**src/rtl/ccr_shadow_stack.sv**
```systemverilog
// ccr_shadow_stack
//   Condition code register with per-bit masked ALU update, SETC/CLRC carry
//   control and a DEPTH-entry shadow stack for nested interrupt save/restore.
//   Sits beside the ALU in the execute stage.
//
//   Optional feature (macro CCR_FWD_EN): adds flags_fwd, a combinational copy
//   of the flag register's next-state value, forced to RST_FLAGS during rst.
//
// Ports
//   clk          rising-edge clock
//   rst          synchronous active-high reset
//   alu_we       enable masked ALU flag update
//   alu_mask     per-bit update mask for alu_flags
//   alu_flags    flags produced by the ALU
//   set_carry    SETC (wins over clear_carry)
//   clear_carry  CLRC
//   int_save     push current flags onto the shadow stack
//   rti_restore  pop the shadow stack into the flags
//   clr_err      clear sticky error bits (a same-cycle error wins)
//   flags_out    registered flags
//   flags_fwd    next-state flags (CCR_FWD_EN builds only)
//   depth_out    number of valid stack entries
//   stack_full   depth_out == DEPTH
//   stack_empty  depth_out == 0
//   ovf_err      sticky: save attempted while full
//   unf_err      sticky: restore attempted while empty
module ccr_shadow_stack #(
    parameter int                FLAG_W    = 4,
    parameter int                DEPTH     = 4,
    parameter int                C_BIT     = 2,
    parameter logic [FLAG_W-1:0] RST_FLAGS = '0
) (
    input  logic                         clk,
    input  logic                         rst,
    input  logic                         alu_we,
    input  logic [FLAG_W-1:0]            alu_mask,
    input  logic [FLAG_W-1:0]            alu_flags,
    input  logic                         set_carry,
    input  logic                         clear_carry,
    input  logic                         int_save,
    input  logic                         rti_restore,
    input  logic                         clr_err,
    output logic [FLAG_W-1:0]            flags_out,
`ifdef CCR_FWD_EN
    output logic [FLAG_W-1:0]            flags_fwd,
`endif
    output logic [$clog2(DEPTH+1)-1:0]   depth_out,
    output logic                         stack_full,
    output logic                         stack_empty,
    output logic                         ovf_err,
    output logic                         unf_err
);

    localparam int DW = $clog2(DEPTH+1);
    // Stack index width; a one-entry stack still needs a 1-bit index.
    localparam int IW = (DEPTH > 1) ? $clog2(DEPTH) : 1;
    localparam logic [DW-1:0] DEPTH_V = DW'(DEPTH);

    logic [FLAG_W-1:0] stack [DEPTH];

    logic [FLAG_W-1:0] flags_nxt;
    logic [DW-1:0]     depth_nxt;
    logic [IW-1:0]     push_idx;
    logic [IW-1:0]     top_idx;
    logic              do_pop;
    logic              do_swap;
    logic              do_push;
    logic              ovf_set;
    logic              unf_set;

    assign push_idx = depth_out[IW-1:0];
    assign top_idx  = IW'(depth_out - DW'(1));

    // A restore on an empty stack only counts as an underflow when it is not
    // paired with a save; the pair then degrades to a plain save.
    assign do_pop  = rti_restore && !stack_empty;
    assign do_swap = do_pop && int_save;
    assign do_push = int_save && !stack_full && !do_pop;
    assign ovf_set = int_save && stack_full && !rti_restore;
    assign unf_set = rti_restore && stack_empty && !int_save;

    always_comb begin
        flags_nxt = flags_out;
        if (do_pop) begin
            flags_nxt = stack[top_idx];
        end else if (unf_set) begin
            // Failed restore freezes the flags; ALU/SETC/CLRC are dropped.
            flags_nxt = flags_out;
        end else if (set_carry) begin
            flags_nxt[C_BIT] = 1'b1;
        end else if (clear_carry) begin
            flags_nxt[C_BIT] = 1'b0;
        end else if (alu_we) begin
            flags_nxt = (flags_out & ~alu_mask) | (alu_flags & alu_mask);
        end
    end

    always_comb begin
        depth_nxt = depth_out;
        if (do_push) begin
            depth_nxt = depth_out + DW'(1);
        end else if (do_pop && !do_swap) begin
            depth_nxt = depth_out - DW'(1);
        end
    end

`ifdef CCR_FWD_EN
    assign flags_fwd = rst ? RST_FLAGS : flags_nxt;
`endif

    // Control and flag state
    always_ff @(posedge clk) begin
        if (rst) begin
            flags_out   <= RST_FLAGS;
            depth_out   <= '0;
            stack_full  <= 1'b0;
            stack_empty <= 1'b1;
            ovf_err     <= 1'b0;
            unf_err     <= 1'b0;
        end else begin
            flags_out   <= flags_nxt;
            depth_out   <= depth_nxt;
            stack_full  <= (depth_nxt == DEPTH_V);
            stack_empty <= (depth_nxt == '0);
            if (ovf_set) begin
                ovf_err <= 1'b1;
            end else if (clr_err) begin
                ovf_err <= 1'b0;
            end
            if (unf_set) begin
                unf_err <= 1'b1;
            end else if (clr_err) begin
                unf_err <= 1'b0;
            end
        end
    end

    // Stack storage: not reset, entries above depth_out are meaningless.
    // Both push and swap store the pre-update flag value.
    always_ff @(posedge clk) begin
        if (!rst) begin
            if (do_push) begin
                stack[push_idx] <= flags_out;
            end else if (do_swap) begin
                stack[top_idx] <= flags_out;
            end
        end
    end

endmodule

```
**config.mk**
```make
export PLATFORM = sky130hd
export DESIGN_NAME = ccr_shadow_stack
export DESIGN_NICKNAME = d
export VERILOG_FILES = /design/src/rtl/ccr_shadow_stack.sv
export SDC_FILE = /design/constraint.sdc
export NUM_CORES = 1
export LEC_CHECK = 0
export BUFFER_PORTS_ARGS = -buffer_cell sky130_fd_sc_hd__buf_4
export CAP_MARGIN = 0
export CORE_MARGIN = 4
export CORE_UTILIZATION = 45
export CTS_CLUSTER_DIAMETER = 50
export DETAILED_ROUTE_END_ITERATION = 7
export PLACE_DENSITY = 0.67
export SLEW_MARGIN = 10
export SYNTH_ARGS = -nofsm -noshare
export SYNTH_HDL_FRONTEND = slang
export SYNTH_SLANG_ARGS = --single-unit
```
**constraint.sdc**
```tcl
create_clock -name clk -period 2.6 [get_ports clk]
set_clock_uncertainty 0.15 [all_clocks]
set_input_delay 0.39 -clock clk [delete_from_list [all_inputs] [get_ports clk]]
set_output_delay 0.39 -clock clk [all_outputs]
set_load 0.02 [all_outputs]
```
==> impl_metrics.env <==
export IMPL_hold_class="in -> reg"
export IMPL_required_ns=2.47
export IMPL_syn_num_nets=129
export IMPL_internal_power_uw=721.2
export IMPL_power_frac_clock=0.180
export IMPL_timing_hold_violations_final=0
export IMPL_slew_headroom=0.6785
export IMPL_clk_path_buf_depth=2
export IMPL_wl_met1_um=1382
export IMPL_cts_resized=0
export IMPL_synth_ff_latch_count=27
export IMPL_synth_ff_type="edfxtp_1"
export IMPL_cts_clk_slew_worst_paths_ns=0.16
export IMPL_finalSetupTns_ns=0
export IMPL_finalCriticalPeriod_ns=2.320
export IMPL_yosysMostFrequentCell="edfxtp_1"
export IMPL_wl_met3_um=105
export IMPL_die_h_um=62.65
export IMPL_vdd_ir_drop_max_v=0.0004244
export IMPL_vias=954
export IMPL_placed_area_um2=1550
export IMPL_critPathLaunchType="flip-flop"
export IMPL_ys_types=39
export IMPL_gp_congestion=0.8685
export IMPL_syn_area_um2=1344
export IMPL_grt_pass1_vias=934
export IMPL_rsz0062_at_grt="false"
export IMPL_rows=19
export IMPL_power_density_nw_per_um2=685.1
export IMPL_syn_avg_cell_area_um2=12.11
export IMPL_grt_pass1_wl_um=4719
export IMPL_design_area_um2=1580
export IMPL_worstPathMaxFanout=10
export IMPL_grt_use_total=0.1514
export IMPL_crit_type="reg -> reg"
export IMPL_synthTopCellsByCount="edfxtp_1 (16), dfxtp_1 (11), a21oi_1 (10)"
export IMPL_antenna_found_initial=0
export IMPL_dp_hpwl_um=2131
export IMPL_fmax_mhz=431.0
export IMPL_route_detailed_vias_per_inst=5.679
export IMPL_seq_power_share=0.501
export IMPL_clkSinkCount=27
export IMPL_syn_inst=111
export IMPL_grt_max_degree=17
export IMPL_async_flop_share=0
export IMPL_synth_top_area_cell="edfxtp_1"
export IMPL_synth_edf_count=16
export IMPL_die_w_um=62.65
export IMPL_netlist_top_cells_area="edfxtp_1 (36%), dfxtp_1 (16%), mux4_2 (5.0%)"
export IMPL_combPwrFrac=0.319
export IMPL_cts_root_buf="clkbuf_4"
export IMPL_drc=0
export IMPL_final_max_slew_viol_count=0
export IMPL_yosysWarnings=0
export IMPL_met2WireLength_um=1331
export IMPL_top_layer="met4"
export IMPL_cts_tree="done"
export IMPL_cts_buffers=3
export IMPL_overflow=0
export IMPL_drt_iter0_markers=46
export IMPL_drive_gt1_frac=0.3504
export IMPL_switching_share=0.3338
export IMPL_portBuffers=26
export IMPL_firstDrtPassIters=4
export IMPL_yosysTopAreaCellShare=0.3575
export IMPL_io_pins=27
export IMPL_yosysSeqAreaShare=0.5214
export IMPL_worstMarginPinSlew_ns=0.4823
export IMPL_antenna_cells=0
export IMPL_start_util=0.4790
export IMPL_clkLatencyLatePin_ns=0.34
export IMPL_min_period_over_period=0.8925
export IMPL_ctsHoldBuffers=0
export IMPL_nets=156
export IMPL_crit_path_end_kind="flip-flop"
export IMPL_ant_nets=0
export IMPL_syn_to_final_growth_pct=17.60
export IMPL_routed_wl_um=2845
export IMPL_avgRoutedWirePerCell_um=16.93
export IMPL_drv_cap=0
export IMPL_switching_power_uw=361.4
export IMPL_htreeDepth=1
export IMPL_postCtsSetupRepairBufs=0
export IMPL_core_um2=2805
export IMPL_cp_data_arrival_time_ns=2.19
export IMPL_setup_viol=0
export IMPL_outcome="completed"
export IMPL_p_leak_nw=0.6070
export IMPL_dieArea_um2=3924
## area by class of cell
cell class,count,area (µm²)
clock buffer,3,22.52
timing repair buffer,28,210.2
fill,248,1225
clock inverter,1,7.507
multi-input combinational,74,585.6
inverter,4,15.01
tap,31,38.79
sequential,27,700.7
## metal layers
| layer | vias to the layer above | track usage |
|---|---|---|
| met4 | 0 | 0.03306 |
| met3 | 4 | 0.03417 |
| met2 | 21 | 0.2410 |
| met5 | - | 0 |
| met1 | 464 | 0.2102 |
| li1 | 465 | - |
## worst paths after layout
| kind | startpoint | endpoint | slack (ns) | cells past startpoint |
|---|---|---|---|---|
| max | depth_out[1] | stack[0][3] | 0.28 | 6 |
| min | rst | depth_out[1] | 0.11 | 2 |
| max reg2reg | depth_out[1] | stack[0][3] | 0.28 | 6 |
| min reg2reg | unf_err | unf_err | 0.33 | 2 |
## stage by stage
step	hold WS [ns]	power [mW]	setup WS, ns	util	instances
after floorplan	0.3925	0.7914	0.2797	-	111
after global placement	0.3028	0.8952	0.4511	0.5526	164
after detailed placement	0.3141	0.8993	0.3031	0.5526	164
after CTS	0.1117	1.088	0.2832	0.5633	168
after global routing	0.09351	1.143	0.1203	0.5633	168
final	0.1122	1.083	0.2796	0.5633	168
## layout by cell type (no fill, tap or decap), drive strengths merged
| master | synthesis | final |
|---|---|---|
| edfxtp | 16 | 16 |
| and4bb | 1 | 1 |
| or3 | 1 | 1 |
| nand2b | 4 | 4 |
| ha | 2 | 2 |
| mux2 | 1 | 1 |
| o21ai | 4 | 4 |
| clkinv | 1 | 1 |
| nand2 | 4 | 4 |
| nor2b | 3 | 3 |
| xnor2 | 1 | 1 |
| o32ai | 1 | 1 |
| mux4 | 3 | 3 |
| a22oi | 1 | 1 |
| o211ai | 1 | 1 |
| nand4b | 1 | 1 |
| buf | 5 | 28 |
| inv | 3 | 3 |
| or2b | 1 | 1 |
| a211oi | 1 | 1 |
| and2b | 1 | 1 |
| nand3b | 3 | 3 |
| clkbuf | 1 | 3 |
| a21oi | 12 | 12 |
| nor3b | 1 | 1 |
| a31oi | 2 | 2 |
| nor4 | 1 | 1 |
| mux2i | 6 | 6 |
| clkinvlp | 0 | 1 |
| a311oi | 1 | 1 |
| nand3 | 5 | 5 |
| nand4 | 3 | 3 |
| nor2 | 9 | 9 |
| dfxtp | 11 | 11 |
## power groups by stage
stage | Sequential, mW | Clock, mW | Combinational (mW)
after floorplan | 0.572 | 0 | 0.219
after CTS | 0.544 | 0.197 | 0.347
after detailed placement | 0.554 | 0 | 0.345
after global placement | 0.551 | 0 | 0.344
final | 0.542 | 0.195 | 0.345
after global routing | 0.551 | 0.219 | 0.373
## critical path, stage by stage, from the launching register on
cell and delay [ns]:
dfxtp_1 0.47, inv_1 0.14, ha_1 0.54, nand3b_1 0.18
nor2_1 0.13, a31oi_1 0.05, nor2_1 0.34
## kinds of logic (layout without fill, tap and decap cells)
logic type,count (synthesis),after routing,synth area share
multiplexers,10,10,0.1061
buffers and inverters,10,36,0.04282
XOR/XNOR,1,1,0.006519
AO/OA/AOI/OAI,23,23,0.1229
flip-flops,27,27,0.5214
AND/OR/NAND/NOR,38,38,0.1816
adder cells (fa/ha/maj),2,2,0.01862
No activity file was read; power rests on OpenSTA's default activity.
